## config.mk

```make
export PLATFORM = sky130hd
export DESIGN_NAME = audio_track_scheduler
export DESIGN_NICKNAME = d
export VERILOG_FILES = /design/src/rtl/audio_track_scheduler.sv
export SDC_FILE = /design/constraint.sdc
export NUM_CORES = 1
export LEC_CHECK = 0
export ABC_AREA = 1
export CORE_ASPECT_RATIO = 0.7
export CORE_MARGIN = 10
export CORE_UTILIZATION = 60
export CTS_CLUSTER_DIAMETER = 200
export CTS_CLUSTER_SIZE = 25
export DETAILED_ROUTE_END_ITERATION = 8
export GPL_TIMING_DRIVEN = 0
export PLACE_DENSITY = 0.79
export SLEW_MARGIN = 30
export SYNTH_ARGS = -nofsm -noshare
export SYNTH_HDL_FRONTEND = slang
export SYNTH_SLANG_ARGS = --single-unit
```

## constraint.sdc

```tcl
create_clock -name CLK -period 7.2 [get_ports CLK]
set_clock_uncertainty 0.1 [all_clocks]
set_input_delay 1.08 -clock CLK [delete_from_list [all_inputs] [get_ports CLK]]
set_output_delay 1.08 -clock CLK [all_outputs]
set_load 0.01 [all_outputs]
```

## src/rtl/audio_track_scheduler.sv

```systemverilog
`default_nettype none
// =============================================================================
// audio_track_scheduler - frame-aligned timed command queues for both Audio
// track control words. Option: TRACK_SCHED_UNDERRUN_EN adds underrun_cnt.
// Revision: 1.0
// =============================================================================
module audio_track_scheduler #(
  parameter int DEPTH = 4,
  parameter int DUR_W = 16
) (
  input  logic             CLK,
  input  logic             Reset,
  input  logic             DAC_I2S_WS,
  input  logic             cmd_valid,
  output logic             cmd_ready,
  input  logic             cmd_track,
  input  logic [4:0]       cmd_word,
  input  logic [DUR_W-1:0] cmd_dur,
  input  logic [1:0]       flush,
  output logic [4:0]       Track1ControlRegister,
  output logic [4:0]       Track2ControlRegister,
  output logic [1:0]       track_busy,
  output logic [1:0]       fifo_full
`ifdef TRACK_SCHED_UNDERRUN_EN
  ,
  output logic [15:0]      underrun_cnt
`endif
);

  localparam int AW = $clog2(DEPTH);
  localparam int PW = AW + 1;
  localparam int EW = 5 + DUR_W;

  localparam logic [0:0] ST_IDLE = 1'b0;
  localparam logic [0:0] ST_PLAY = 1'b1;

  logic       ws_q;
  logic       ws_d;
  logic       tick;
  logic [4:0] word_out [2];

  assign ws_d = DAC_I2S_WS;
  assign tick = ws_q & ~DAC_I2S_WS;

  always_ff @(posedge CLK) begin
    if (Reset) ws_q <= 1'b0;
    else       ws_q <= ws_d;
  end

  assign cmd_ready             = ~fifo_full[cmd_track];
  assign Track1ControlRegister = word_out[0];
  assign Track2ControlRegister = word_out[1];

  for (genvar t = 0; t < 2; t++) begin : g_track
    localparam logic TRK = (t == 1);

    logic [EW-1:0]    mem_q [DEPTH];
    logic [EW-1:0]    mem_d [DEPTH];
    logic [PW-1:0]    wr_ptr_q, wr_ptr_d;
    logic [PW-1:0]    rd_ptr_q, rd_ptr_d;
    logic [0:0]       state_q, state_d;
    logic [4:0]       word_q, word_d;
    logic [DUR_W-1:0] cnt_q, cnt_d;
    logic             flush_pend_q, flush_pend_d;
    logic             flush_act;
    logic             push, pop, empty, full;
    logic [EW-1:0]    head;
    logic             busy;
    logic [4:0]       word_o;

    assign empty     = (wr_ptr_q == rd_ptr_q);
    assign full      = (wr_ptr_q[AW] != rd_ptr_q[AW]) &&
                       (wr_ptr_q[AW-1:0] == rd_ptr_q[AW-1:0]);
    assign push      = cmd_valid & cmd_ready & (cmd_track == TRK) & ~flush[t];
    assign head      = mem_q[rd_ptr_q[AW-1:0]];
    // A flush is remembered until the next frame boundary, where it silences the track.
    assign flush_act = flush[t] | flush_pend_q;

    always_comb begin
      mem_d    = mem_q;
      wr_ptr_d = wr_ptr_q;
      rd_ptr_d = rd_ptr_q;
      if (flush[t]) begin
        rd_ptr_d = wr_ptr_q;
      end else begin
        if (push) begin
          mem_d[wr_ptr_q[AW-1:0]] = {cmd_word, cmd_dur};
          wr_ptr_d                = wr_ptr_q + PW'(1);
        end
        if (pop) rd_ptr_d = rd_ptr_q + PW'(1);
      end
    end

    always_ff @(posedge CLK) begin
      mem_q <= mem_d;
    end

    always_ff @(posedge CLK) begin
      if (Reset) begin
        wr_ptr_q     <= '0;
        rd_ptr_q     <= '0;
        state_q      <= ST_IDLE;
        word_q       <= '0;
        cnt_q        <= '0;
        flush_pend_q <= 1'b0;
      end else begin
        wr_ptr_q     <= wr_ptr_d;
        rd_ptr_q     <= rd_ptr_d;
        state_q      <= state_d;
        word_q       <= word_d;
        cnt_q        <= cnt_d;
        flush_pend_q <= flush_pend_d;
      end
    end

    // A zero count in PLAY means sticky: hold until another entry is queued.
    always_comb begin
      state_d      = state_q;
      word_d       = word_q;
      cnt_d        = cnt_q;
      pop          = 1'b0;
      flush_pend_d = flush_act;
      if (tick) begin
        if (flush_act) begin
          state_d      = ST_IDLE;
          word_d       = '0;
          cnt_d        = '0;
          flush_pend_d = 1'b0;
        end else if (state_q == ST_IDLE || cnt_q == '0 || cnt_q == DUR_W'(1)) begin
          if (!empty) begin
            pop     = 1'b1;
            state_d = ST_PLAY;
            word_d  = head[EW-1:DUR_W];
            cnt_d   = head[DUR_W-1:0];
          end else if (state_q == ST_PLAY && cnt_q == DUR_W'(1)) begin
            state_d = ST_IDLE;
            word_d  = '0;
            cnt_d   = '0;
          end
        end else begin
          cnt_d = cnt_q - DUR_W'(1);
        end
      end
    end

    always_comb begin
      busy   = (state_q == ST_PLAY);
      word_o = word_q;
    end

    assign word_out[t]   = word_o;
    assign track_busy[t] = busy;
    assign fifo_full[t]  = full;

`ifdef TRACK_SCHED_UNDERRUN_EN
    logic       underrun;
    logic [7:0] urun_q, urun_d;

    assign underrun = tick & ~flush_act & (state_q == ST_PLAY) &
                      (cnt_q == DUR_W'(1)) & empty;

    always_comb begin
      urun_d = urun_q;
      if (flush[t])                           urun_d = '0;
      else if (underrun && urun_q != 8'hFF)   urun_d = urun_q + 8'd1;
    end

    always_ff @(posedge CLK) begin
      if (Reset) urun_q <= '0;
      else       urun_q <= urun_d;
    end

    assign underrun_cnt[8*t +: 8] = urun_q;
`endif
  end

endmodule
`default_nettype wire

```

==> results.txt, run 1 <==
The flow ran to the end, and the final reports show no timing, DRC or antenna violations. For the total global-route track usage, the log shows 0.207. The family with the most delay on the worst path is buffers and inverters. For this run, the top clock speed supported by timing is 0.276 GHz.

The kind of end point of the critical path is an output pin. Summing internal, switching and leakage power gives 0.00249 W. Most common library cell in the layout ignoring fill and taps: nand2_1. Setup repair after global routing left no endpoint under its margin. Once the clock tree was built, the resizer swapped 0 gates to a different size.

Data on the critical path arrives at its endpoint at 2.44 ns. The mapped cell area was 10,600 sq um. For this block, the via count after detailed routing is 7,905. In the routed design, unresolved DRC markers number 0.

The die is 131 um tall. After floorplanning, the core was sized to cover 17,300 sq um. The width of the die was 179 um; the summed area of non-filler cells in the final layout was 11,900 sq um. The worst-case IR drop observed on VDD is 0.224 mV. Average footprint of a synthesized cell: 9.85 sq um.

Once placement finished, the instance area stood at 11,500 sq um. The quantity of hold-fixing buffers added after cts is 0, and the number of buffers inserted by post-CTS setup repair is 0. From synthesis to final layout, the design area changed by 12.2%.

The clock root buffer is clkbuf_16. The deepest level of the CTS H-tree is 1, and the total congestion overflow after global routing is 0. TritonCTS built the clock tree. The count of pins over their slew limit is 0, and the via count of the first global-routing pass is 7,294. In this run, the number of DRC markers left after iteration 0 of detailed routing was 1,019. The final layout contains 1,184 nets. For the worst setup path, the data required time is 6.02 ns.

Walking the worst path, the cells encountered are clkdlybuf4s50_1 -> nand2_1 -> o21ai_2 -> clkdlybuf4s50_1. Wires add up to 25,000 um. The tools report the number of nets still failing antenna checks after routing as 0.

The share of synthesized registers carrying an async set or reset was 0; the transition time of the tightest slew-check pin was 0.851 ns. The tools report the clock latency reported for the late side of the worst-skew pair as 0.49 ns. The run gives 1,122 as the synthesized net count. STA classifies the critical path startpoint as a primary input.

The run gives 0 as the initial antenna violation count. The final sum of negative setup slack is 0 ns, and the final estimated routing congestion in global placement is 0.896. The smallest clock period supported by the final layout is computed as 3.62 ns.

Worst-path cell with the longest stage delay: clkdlybuf4s50_1. The count of buffering cells on the critical path with inverters included was 2; the total of endpoints with negative setup slack in the final report was 0. The cell count after synthesis came out at 1,078.

Dividing the detail-routed via count by the number of cells gives 5.74. The TritonCTS buffer count came out at 13. The distinct cell type count of the synthesized netlist came out at 36. The clock passes through at most 3 buffers.

The clock transition at the register clock pins on the worst setup and hold paths after CTS was 0.10 ns; the share of layout cells above drive strength 1 was 0.136. Entering global routing, the biggest net connects 27 pins. For the count of maximum capacitance violations, the log shows 0. The Yosys step of the flow raised 0 warnings. The portion of the post-synthesis area used by sequential elements came out at 0.586. The count of buffers from port buffering was 42. 43 I/O pins were placed. Dividing the detail-routed wire length by the instance count gives 18.1 um. The first global-routing pass estimated 39,400 um of wire.

The row count was 40. The critical path is of the in -> out type. The relative slew slack is 0.432, and the flip-flop and latch count after synthesis is 227.

Leaving out fill and tap cells, the most frequent cells in the layout are nand2_1 (223), edfxtp_1 (168), nor2_1 (137). The die covers 23,500 sq um. The logs give 227 for the number of sinks handled by clock tree synthesis and 0 for the number of failing hold endpoints at the final stage. The number of antenna diodes came out at 0.

The pre-antenna-repair detailed-routing pass consisted of 6 iterations. The worst min-delay path class is reg -> reg. The top flip-flop cell by instance count after synthesis is edfxtp_1. The delay of the slowest critical-path stage is 0.58 ns, and the worst-path maximum fanout is 4. Counting flops with a built-in enable in the synthesized netlist gives 168. Summed over all cells, the static leakage comes to 4.43 nW.

Detailed placement ended at an HPWL of 17,900 um. The effective utilization at floorplan came out at 0.615. The cell that appears most often on the critical path is clkdlybuf4s50_1. In this run the power density over the cells is 209 nW/um^2. The final period utilization works out to 0.503.
==> worst register-to-register path, delay by kind of cell (launching register included) <==
kind / cells / cell delay (ns)
AO/OA/AOI/OAI: 1 / 0.10
buffers and inverters: 1 / 0.14
AND/OR/NAND/NOR: 6 / 1.37
flip-flops: 1 / 0.48
==> logic make-up after synthesis <==
family / Yosys count / synth area share
adders and majority gates: 16 / 0.0188
xor gates and xnor gates: 18 / 0.0163
AOI/OAI and AO/OA: 179 / 0.0960
DFF: 227 / 0.586
and+or+nand+nor: 521 / 0.231
buffers and inverters: 117 / 0.0515
==> cell usage after synthesis (all sizes together) (7+ instances only) <==
| master | n | area, sq um |
|---|---|---|
| a21oi | 45 | 293 |
| buf | 27 | 206 |
| clkbuf | 23 | 86.3 |
| dfxtp | 59 | 1180 |
| edfxtp | 168 | 5040 |
| ha | 16 | 200 |
| inv | 65 | 246 |
| nand2 | 250 | 1040 |
| nand3 | 95 | 603 |
| nand4 | 9 | 96.3 |
| nor2 | 163 | 694 |
| o21ai | 94 | 474 |
| o22ai | 38 | 238 |
| xnor2 | 11 | 111 |
| xor2 | 7 | 61.3 |
==> flip-flops by register name (all words and copies together), names as in the netlist <==
| name | count |
|---|---|
| g_track.rd_ptr_q | 6 |
| g_track.cnt_q | 32 |
| ws_q | 1 |
| g_track.mem_q | 168 |
| g_track.flush_pend_q | 2 |
| Track2ControlRegister | 5 |
| g_track.wr_ptr_q | 6 |
| g_track.busy | 2 |
| Track1ControlRegister | 5 |
==> final timing paths <==
path | from | endpoint | slack [ns] | cells past startpoint
hold reg to reg | Track2ControlRegister[1] | Track2ControlRegister[1] | 0.37 | 2
setup / recovery | cmd_track | cmd_ready | 3.58 | 4
hold / removal | Track2ControlRegister[1] | Track2ControlRegister[1] | 0.37 | 2
setup reg to reg | g_track[1].rd_ptr_q[1] | g_track[0].mem_q[36] | 4.64 | 8
==> stage by stage <==
stage | cells | setup slack [ns] | hold WS, ns | utilization
final | 1378 | 3.58 | 0.368 | 0.690
after floorplan | 1078 | 4.28 | 0.386 | -
after global routing | 1378 | 3.53 | 0.395 | 0.690
after detailed placement | 1356 | 3.58 | 0.351 | 0.668
after CTS | 1378 | 3.58 | 0.366 | 0.690
after global placement | 1351 | 2.85 | 0.348 | 0.656
==> final cells by class <==
class	count	area [sq um]
fillers	1262	5350
clock inverters	2	38.8
multi-input cells	734	3910
plain buffers	50	293
well taps	231	289
repair buffers	47	558
flip-flops and latches	227	6230
clock buffers	20	352
inverters	67	254
==> power breakdown <==
| group | switching, W | total, W | internal [W] | leakage [nW] |
|---|---|---|---|---|
| registers | 0.0000128 | 0.00143 | 0.00142 | 1.99 |
| logic | 0.000188 | 0.000282 | 0.0000938 | 2.25 |
| clock network | 0.000425 | 0.000777 | 0.000352 | 0.184 |
==> per-layer routing <==
layer,routed length [um],part of all wire,track usage
met4,284,0.011,0.0334
met3,2530,0.10,0.0401
met1,11400,0.45,0.321
met5,0,0,0
met2,10800,0.43,0.298
Power figures use the tool's default switching activity.
==> run 2: changes to the inputs <==
CORE_UTILIZATION = 55   (was 60)
PLACE_DENSITY = 0.76   (was 0.79)
clock period = 3.2 ns   (was 7.2 ns; I/O delays follow)
==> results.txt, run 2 (synthesis gave the netlist of run 1 again) <==
TritonCTS built the clock tree. The clock latency reported for the late side of the worst-skew pair is 0.48 ns (about the same). The total power divided by cell area works out to 466 nW/um^2 (+120%).

The tools report the clock root buffer as clkbuf_16. The logs give 0.00419 W (+120%) for the internal cell power and 12,000 sq um (+0.50%) for the summed area of non-filler cells in the final layout. The number of sinks handled by clock tree synthesis came out at 227 (unchanged). The wire length per cell after detailed routing is 18.0 um (-0.51%), and the initial antenna violation count is 1 (+1).

The final sum of negative setup slack was 0 ns (unchanged); the count of vias placed by the detailed router was 7,893 (-0.15%). The HPWL reported at the end of detailed placement is 18,200 um (+1.2%), and the transition time of the tightest slew-check pin is 0.904 ns (+0.0529 ns). The run gives 0 (unchanged) as the total of endpoints with negative setup slack in the final report. Worst-path maximum fanout: 7 (+3). The switching power summed over all nets was 0.00139 W (+120%); the portion of total power attributed to the clock network was 0.308 (-0.004).

The clock transition at the register clock pins on the worst setup and hold paths after CTS was 0.10 ns (about the same); the total leakage power was 4.45 nW (+0.41%). Maximum clock path buffer count: 3 (unchanged). The run gives 0 (unchanged) as the number of cells upsized or downsized after cts. The largest registers in the layout are g_track.mem_q: 168 flops, g_track.cnt_q: 32 flops.

The final hold slack was 0.363 ns (-0.00421 ns); the area added between synthesis and finish was 12.8%. The total global-route track usage is 0.196 (-0.0114), and the proportion of total power due to net switching is 0.249 (-0.00233). The worst setup path is of the reg -> out kind.

The logs give 18,900 sq um (+9.6%) for the area inside the core boundary and 0 (unchanged) for the quantity of hold-fixing buffers added after cts. For the relative slew slack, the log shows 0.397 (-0.0353). The worst setup slack for register-to-register paths came out at 0.65 ns (-3.99 ns).

Instance area after placement: 11,600 sq um (+0.60%). The most common library cell in the layout ignoring fill and taps is nand2_1. The tools report the number of buffers inserted by post-CTS setup repair as 0 (unchanged). The maximum achievable frequency is 0.360 GHz, and the count of maximum capacitance violations is 0 (unchanged). The flow ran to the end, and the final reports show no timing, DRC or antenna violations. The per-cell via count in the routed design is 5.68 (-1.0%). The count of buffers from port buffering is 42 (unchanged). The register with the highest flop count was g_track.mem_q. The worst path needs 2.78 ns of the cycle, external delays included.

Setup repair after global routing left no endpoint under its margin. The DRC violation count after routing is 0 (unchanged). The layout net count came out at 1,186 (+0.17%). The share of layout cells above drive strength 1 was 0.137 (+0.000753); the row count was 42 (+5.0%). The number of nets still failing antenna checks after routing came out at 0 (unchanged). The logs give 0 (unchanged) for the total congestion overflow after global routing and 39,300 um (-0.42%) for the global-route wire length before repair. The required arrival time at the worst endpoint was 2.62 ns (-3.40 ns); the count of boundary I/O pins was 43 (unchanged).

Worst endpoint data arrival time: 2.20 ns (-0.24 ns). Kind of end point of the critical path: an output pin. In the layout the commonest cells are nand2_1 (223), edfxtp_1 (168), nor2_1 (137).

The logs give 0.864 (-3.5%) for the final estimated routing congestion in global placement and 0.578 (+0.003) for the sequential cell fraction of total power. The run gives 1 (unchanged) as the deepest level of the CTS H-tree. The via count of the first global-routing pass is 7,255 (-0.53%).

The run gives 0 (unchanged) as the count of pins over their slew limit. The number of fillers in the final layout is 1,497 (+19%), and the number of antenna diodes is 0 (unchanged). The run gives 13 (unchanged) as the TritonCTS buffer count. The worst min-delay path class is reg -> reg.

The number of DRC markers after the initial detailed-route iteration is 883 (-13%), and the die height is 136 um (+3.8%). The final period utilization works out to 0.868. The share of the core filled with cells in the final layout came out at 0.633 (-0.0571). The type of element launching the critical path is a flop.

The total wirelength of the detailed-routed design is 25,100 um (+0.36%), and the highest ir drop seen on vdd is 0.349 mV (+55%). Width of the die: 186 um (+3.9%). The logs give 25,400 sq um (+7.9%) for the overall die area and 0 (unchanged) for the number of failing hold endpoints at the final stage. For the combinational share of power, the log shows 0.114 (about the same). The largest net degree at the start of global routing is 27 (unchanged).

The count of TritonRoute iterations in the first routing pass was 5 (-1). The flip-flop count of the largest register, all copies and words added works out to 168 (unchanged). The run gives 0.561 (-0.0537) as the effective utilization at floorplan.
## run 2: changes by cell type in the layout (fill, tap and decap cells not counted)
cell    delta
buf_16     +2
inv_6      -1
## run 2: per-stage QoR
step	cells	total power [W]	setup WS, ns
3_3_place_gp	1362	0.00389	-0.571
4_1_cts	1390	0.00559	0.455
5_1_grt	1390	0.00578	0.234
6_report	1390	0.00558	0.422
2_1_floorplan	1078	0.00370	0.692
3_5_place_dp	1369	0.00392	0.336
## run 2: worst paths after layout
| kind | from | depth (start not counted) | end |
|---|---|---|---|
| hold / removal | Track1ControlRegister[1] | 2 | Track1ControlRegister[1] |
| hold reg to reg | Track1ControlRegister[1] | 2 | Track1ControlRegister[1] |
| setup reg to reg | g_track[1].rd_ptr_q[1] | 6 | g_track[1].mem_q[33] |
| setup / recovery | g_track[1].rd_ptr_q[1] | 7 | cmd_ready |
## run 2: area by class of cell
| type | instances | area (sq um) | share of cell area |
|---|---|---|---|
| Timing Repair Buffer | 49 | 613 | 0.0512 |
| Clock buffer | 20 | 352 | 0.0294 |
| Sequential cell | 227 | 6230 | 0.520 |
| Inverter | 67 | 254 | 0.0212 |
| Buffer | 50 | 293 | 0.0244 |
| Tap cell | 242 | 303 | 0.0253 |
| Clock inverter | 1 | 30.0 | 0.00251 |
| Multi-Input combinational cell | 734 | 3910 | 0.326 |
## run 2: worst max-delay path: stages, from the launching register on
cell	delay (ns)
dfxtp_1	0.48
inv_1	0.14
nand2_1	0.08
nand2_1	0.08
nand3_1	0.19
nand2_1	0.09
o21ai_2	0.09
clkdlybuf4s50_1	0.57
## run 2: metal layers
metal,vias up,GRT usage,wire [um]
met5,-,0,9
met4,2,0.0353,408
met3,25,0.0304,2050
met2,315,0.293,10700
met1,3763,0.296,11900
li1,3788,-,-
## run 2: power by group through the flow
stage	logic [W]	registers (W)	clock network, W
after floorplan	0.000412	0.00329	0
after global routing	0.000705	0.00323	0.00184
after global placement	0.000599	0.00329	0
final	0.000636	0.00322	0.00172
after detailed placement	0.000628	0.00329	0
after CTS	0.000631	0.00322	0.00174
==> run 3: changes to the inputs <==
CORE_ASPECT_RATIO = 1.5   (was 0.7)
SLEW_MARGIN = 20   (was 30)
==> results.txt, run 3 (synthesis gave the netlist of run 1 again) <==
The number of buffers inserted by post-CTS setup repair was 0 (unchanged). The count of TritonRoute iterations in the first routing pass was 5 (unchanged); the via count of the first global-routing pass was 7,167 (-1.2%). The flip-flop count of the largest register, all copies and words added was 168 (unchanged).

The overall die area is 25,400 sq um (+0.11%), and the final sum of negative setup slack is 0 ns (unchanged). Per-cell via count in the routed design: 5.45 (-3.9%). The tools report the count of boundary I/O pins as 43 (unchanged).

The final period utilization works out to 0.877 (+0.00909). The area growth from synthesis to layout is 11.2%. Clock transition at the register clock pins on the worst setup and hold paths after CTS: 0.11 ns (about the same). The area inside the core boundary is 19,100 sq um (+0.87%), and the instance area after placement is 11,400 sq um (-1.5%). STA classifies the critical path endpoint as a flop. The tools report the summed area of non-filler cells in the final layout as 11,800 sq um (-1.4%). The count of pins over their slew limit came out at 0 (unchanged).

The initial antenna violation count is 0 (-1), and the number of antenna diodes is 0 (unchanged). Tracing the worst setup path back leads to its startpoint at g_track[1].rd_ptr_q[1]. Leaving out fill and tap cells, the most frequent cells in the layout are nand2_1 (223), edfxtp_1 (168), nor2_1 (137). The row count is 62 (+48%).

The critical path is of the reg -> reg type. For the number of sinks handled by clock tree synthesis, the log shows 227 (unchanged). The flow ran to the end, and the final reports show no timing, DRC or antenna violations.

Clock root buffer: clkbuf_16. The library cell used most frequently in the layout, excluding fill and tap cells, is nand2_1. The largest net degree at the start of global routing was 27 (unchanged). The tools report the number of DRC markers after the initial detailed-route iteration as 746 (-16%). The clock latency reported for the late side of the worst-skew pair is 0.48 ns (about the same).

Setup repair after global routing left no endpoint under its margin. The tools report the worst setup timing slack at the placement stage as 0.303 ns (-0.0331 ns). The count of buffers from port buffering came out at 42 (unchanged). The tools report the worst setup slack for register-to-register paths as 0.39 ns (-0.26 ns). The relative slew slack is 0.465 (+0.0680), and the TritonCTS buffer count is 13 (unchanged).

Area used by multi-input combinational logic: 3900 sq um (-0.13%). The register with the most flip-flops in the final layout is g_track.mem_q. The required arrival time at the worst endpoint came out at 3.28 ns (+0.66 ns).

The total wirelength of the detailed-routed design is 24,300 um (-3.2%). The count of maximum capacitance violations was 0 (unchanged). The tools report the type of element launching the critical path as a flop. The total leakage power was 4.38 nW (-1.7%); the worst reg-to-reg path cell count was 9 (+3). The logs give 0.393 ns (-0.0291 ns) for the worst setup margin and 0.557 (-0.00486) for the effective utilization at floorplan. The min-delay analysis places its worst path in the category reg -> reg. The run gives 0.407 mV (+17%) as the highest ir drop seen on vdd. The maximum achievable frequency is 0.356 GHz (-1.0%). The tools report the quantity of hold-fixing buffers added after cts as 0 (unchanged). The run gives 2.89 ns (+0.69 ns) as the worst endpoint data arrival time. The run gives 0.889 (+2.8%) as the final estimated routing congestion in global placement.

The total global-route track usage was 0.188 (-0.00850); the deepest level of the CTS H-tree was 1 (unchanged). The largest registers in the layout are g_track.mem_q: 168 flops, g_track.cnt_q: 32 flops. Area used by sequential logic in the layout: 6230 sq um (unchanged). The maximum clock path buffer count is 3 (unchanged), and the count of vias placed by the detailed router is 7,626 (-3.4%). Number of cells upsized or downsized after cts: 0 (unchanged). The transition time of the tightest slew-check pin works out to 0.801 ns (-0.103 ns).

Endpoint of the worst register-to-register path: g_track[0].mem_q[47]. The total of endpoints with negative setup slack in the final report is 0 (unchanged), and the die height is 190 um (+40%). The total power divided by cell area works out to 472 nW/um^2 (+1.2%). The number of nets still failing antenna checks after routing was 0 (unchanged). Final critical delay including setup and external delays: 2.81 ns (+0.0291 ns). The wire length per cell after detailed routing is 17.4 um (-3.7%), and the total congestion overflow after global routing is 0 (unchanged). The share of layout cells above drive strength 1 is 0.132 (-0.00454). The worst-path maximum fanout was 13 (+6); the DRC violation count after routing was 0 (unchanged). Width of the die: 133 um (-28%).

For the HPWL reported at the end of detailed placement, the log shows 17,200 um (-5.3%). The final hold slack came out at 0.369 ns (+0.00507 ns). The logs give 1,576 (+5.3%) for the number of fillers in the final layout and 1,180 (-0.51%) for the layout net count. The number of failing hold endpoints at the final stage is 0 (unchanged). Launch instance of the worst register-to-register path: g_track[1].rd_ptr_q[1]. TritonCTS built the clock tree. The global-route wire length before repair came out at 38,400 um (-2.3%).

The end point of the critical path was g_track[0].mem_q[47].
## run 3: cell count changes in the layout (fill, tap and decap cells not counted), sizes merged
cell and change:
buf -6
## run 3: layout make-up
cell class | count | share of cell area
Sequential cell | 227 | 0.527
Multi-Input combinational cell | 734 | 0.330
Timing Repair Buffer | 43 | 0.0366
Clock buffer | 20 | 0.0298
Tap cell | 256 | 0.0271
Buffer | 50 | 0.0248
Inverter | 67 | 0.0215
Clock inverter | 1 | 0.00254
## run 3: how the worst min path moves through the flow
stage / start / end / depth (start not counted)
6_report: Track2ControlRegister[4] / Track2ControlRegister[4] / 2
5_1_grt: Track2ControlRegister[2] / Track2ControlRegister[2] / 2
4_1_cts: Track2ControlRegister[4] / Track2ControlRegister[4] / 2
3_5_place_dp: Track2ControlRegister[4] / Track2ControlRegister[4] / 2
3_3_place_gp: Track2ControlRegister[0] / Track2ControlRegister[0] / 2
2_1_floorplan: Track1ControlRegister[0] / Track1ControlRegister[0] / 2
## run 3: worst max-delay path: stages (launching register included)
cell and delay, ns:
dfxtp_1 0.50, inv_1 0.16, nand2_1 0.09, nand2_1 0.07
nand3_1 0.15, nand2_1 0.08, o21ai_2 0.10, nand3_2 0.29
nor2_2 0.71, buf_6 0.25
## run 3: report_power, final
group          total, W  internal [W]  switching, W
registers       0.00322       0.00320     0.0000279
clock network   0.00172      0.000786      0.000938
logic          0.000622      0.000205      0.000417
total           0.00557       0.00419       0.00138
## run 3: metrics by stage
step,util,total power (W),std cells
after floorplan,-,0.00370,1078
after global placement,0.595,0.00389,1376
after detailed placement,0.599,0.00391,1377
after CTS,0.619,0.00559,1398
after global routing,0.619,0.00576,1398
final,0.619,0.00557,1398
## run 3: per-layer routing
layer	up-vias	track usage	part of all wire	wire length, um
met4	0	0.0479	0.016	400
li1	3763	-	-	-
met2	175	0.330	0.51	12500
met5	-	0	0	0
met1	3654	0.242	0.43	10400
met3	34	0.0180	0.040	966
==> RTL edit, RTL diff (flow settings as in run 2) <==
The option `TRACK_SCHED_UNDERRUN_EN` is turned on by a define.
--- a/src/rtl/audio_track_scheduler.sv
+++ b/src/rtl/audio_track_scheduler.sv
@@ -6,2 +6,4 @@
 // =============================================================================
+`define TRACK_SCHED_UNDERRUN_EN
+
 module audio_track_scheduler #(
Formal check against the unedited RTL (old outputs only; new: underrun_cnt): no difference found for any inputs over 4 cycles, from zero or initial values and one cycle with Reset high; that may be too few to reach the edited logic, so the function may still have changed.
==> RTL edit against run 2 <==
  * Final cell count is 12% higher
  * Cell area rose by 5.7%
  * Synthesized area rose by 5.6%
  * Sequential cell count is 16 higher
  * Global-route usage grew 0.13 points
  * Count of clock-buffer cells in the layout unchanged
  * Total power is 5.3% higher
  * Setup slack got worse by 150 ps
  * Routed wire length rose by 7.5%
  * Via count rose by 11%
  * Critical endpoint is now g_track[0].mem_q[24]
  * Largest cell class unchanged
==> RTL edit: results (changes against run 2) <==
[status]
status=finished clean  ; unchanged

[worst_hold_path]
worstHoldEndpoint=g_track[0].urun_q[3]  ; was Track1ControlRegister[1]
holdPathStages=4  ; was 2
hold_path_startpoint=flush[0]  ; was Track1ControlRegister[1]
min_path_type=input port to flip-flop  ; was flip-flop to flip-flop

[worst_setup_path]
crit_fanout=21  ; was 7
r2r_slack_ps=280  ; was 650 ps
r2r_start=g_track[1].rd_ptr_q[1]  ; unchanged
r2r_cells=8  ; was 6
slowest_delay_ps=750  ; was 570 ps
r2r-end=g_track[0].mem_q[24]  ; was g_track[1].mem_q[33]
slowest_stage=nor2_4  ; was clkdlybuf4s50_1
critPathArrivalTime_ps=2930  ; was 2200 ps

[power]
leakagePower_nw=4.744  ; was 4.451 nW
ir_drop_mv=0.4040  ; was 0.3489 mV
internal_power_mw=4.406  ; was 4.194 mW

[placed_design]
io_buffers=57  ; was 42
dpl_cell_area_um2=12300  ; was 11600 um2
place_congestion=0.9582  ; was 0.8642
dpl_worst_slack_ps=84.92  ; was 336.1 ps
hpwl_mm=19.36  ; was 18.15 mm

[route]
top_layer=met4  ; was met5
first_pass_iters=5  ; unchanged
met1_length_mm=12.48  ; was 11.86 mm
dr_wl_met2_mm=11.30  ; was 10.74 mm
drtIter0Drc=885  ; was 883
routedWlPerCell_um=17.30  ; was 18.04 um
met3_length_mm=2.737  ; was 2.050 mm
viasPerCell=5.621  ; was 5.678

[global_routing]
antenna_found_initial=0  ; was 1
grt_pass1_vias=7875  ; was 7255
grt_pass1_wl_mm=42.62  ; was 39.28 mm
grt_max_degree=27  ; unchanged
track_usage_pct=19.73  ; was 19.60%

[synthesis]
yosys-top-cells-area=edfxtp_1, dfxtp_1, nor2_1  ; was edfxtp_1, dfxtp_1, nand2_1
synth_commonest_cells=nor2_1, nand2_1, edfxtp_1  ; was nand2_1, edfxtp_1, nor2_1
synth_cell_types=36  ; unchanged
seq_area_frac_synth_pct=58.35  ; was 58.62%

[final_layout]
reg_top3=g_track.mem_q: 168 flops, g_track.cnt_q: 32 flops, g_track.urun_q: 16 flops  ; was g_track.mem_q: 168 flops, g_track.cnt_q: 32 flops
layout.nets=1328  ; was 1186
drive_above_1_share_pct=6.988  ; was 13.68%

[clocking]
clockBufferDepth=3  ; unchanged
cts_buffers=13  ; unchanged
path_clk_slew_ps=100  ; about the same
h-tree-depth=1  ; unchanged

[timing]
slew_headroom_pct=46.58  ; was 39.72%
hold_viol=0  ; unchanged

RTL edit: cell families (layout without fill, tap and decap cells):
family | after synthesis | count (layout) | share of synthesized area [%]
DFF | 243 | 243 | 58.35
AOI/OAI and AO/OA | 193 | 193 | 9.223
adders and majority gates | 18 | 18 | 2.007
buffers and inverters | 121 | 203 | 4.851
and+or+nand+nor | 599 | 599 | 23.01
xor gates and xnor gates | 32 | 32 | 2.565
RTL edit: worst max path at each step:
stage	to	slack, ps	start
4_1_cts	g_track[0].mem_q[29]	300	g_track[1].rd_ptr_q[1]
3_3_place_gp	g_track[1].mem_q[4]	-690	flush[1]
2_1_floorplan	g_track[0].mem_q[0]	500	g_track[0].rd_ptr_q[0]
5_1_grt	g_track[0].mem_q[25]	70	g_track[1].rd_ptr_q[1]
3_5_place_dp	g_track[1].mem_q[25]	80	flush[1]
6_report	g_track[0].mem_q[24]	280	g_track[1].rd_ptr_q[1]
RTL edit: final cells by class:
class	count	area (um2)
plain buffers	51	279.0
clock buffers	20	351.6
clock inverters	1	8.758
fillers	1673	7248
inverters	70	265.3
multi-input cells	842	4189
flip-flops and latches	243	6546
well taps	270	337.8
repair buffers	61	680.7
RTL edit: worst max-delay path: cells and delay by family, from the launching register on:
kind                   cells  cell delay (ps)
AOI/OAI and AO/OA          1              130
buffers and inverters      1              200
DFF                        1              370
and+or+nand+nor            6             1730
RTL edit: through the flow:
| step | utilization [%] | instances | power (mW) | hold WS (ps) |
|---|---|---|---|---|
| finish | 63.59 | 1558 | 5.879 | 297.5 |
| CTS | 63.59 | 1558 | 5.901 | 290.0 |
| detailed placement | 61.78 | 1537 | 4.207 | 354.0 |
| global placement | 60.92 | 1533 | 4.178 | 349.3 |
| floorplan | - | 1206 | 3.951 | 381.5 |
| global route | 63.59 | 1558 | 6.110 | 342.3 |
RTL edit: power groups by stage:
stage	Clock [mW]	Sequential, mW	Combinational [mW]
2_1_floorplan	0	3.49	0.460
3_3_place_gp	0	3.50	0.683
3_5_place_dp	0	3.50	0.711
4_1_cts	1.76	3.42	0.716
5_1_grt	1.87	3.43	0.808
6_report	1.73	3.42	0.727
RTL edit: metal layers:
| layer | global-route usage, % | up-vias |
|---|---|---|
| li1 | - | 4217 |
| met4 | 3.636 | 0 |
| met3 | 4.593 | 30 |
| met2 | 28.17 | 376 |
| met1 | 29.85 | 4134 |
| met5 | 0 | - |
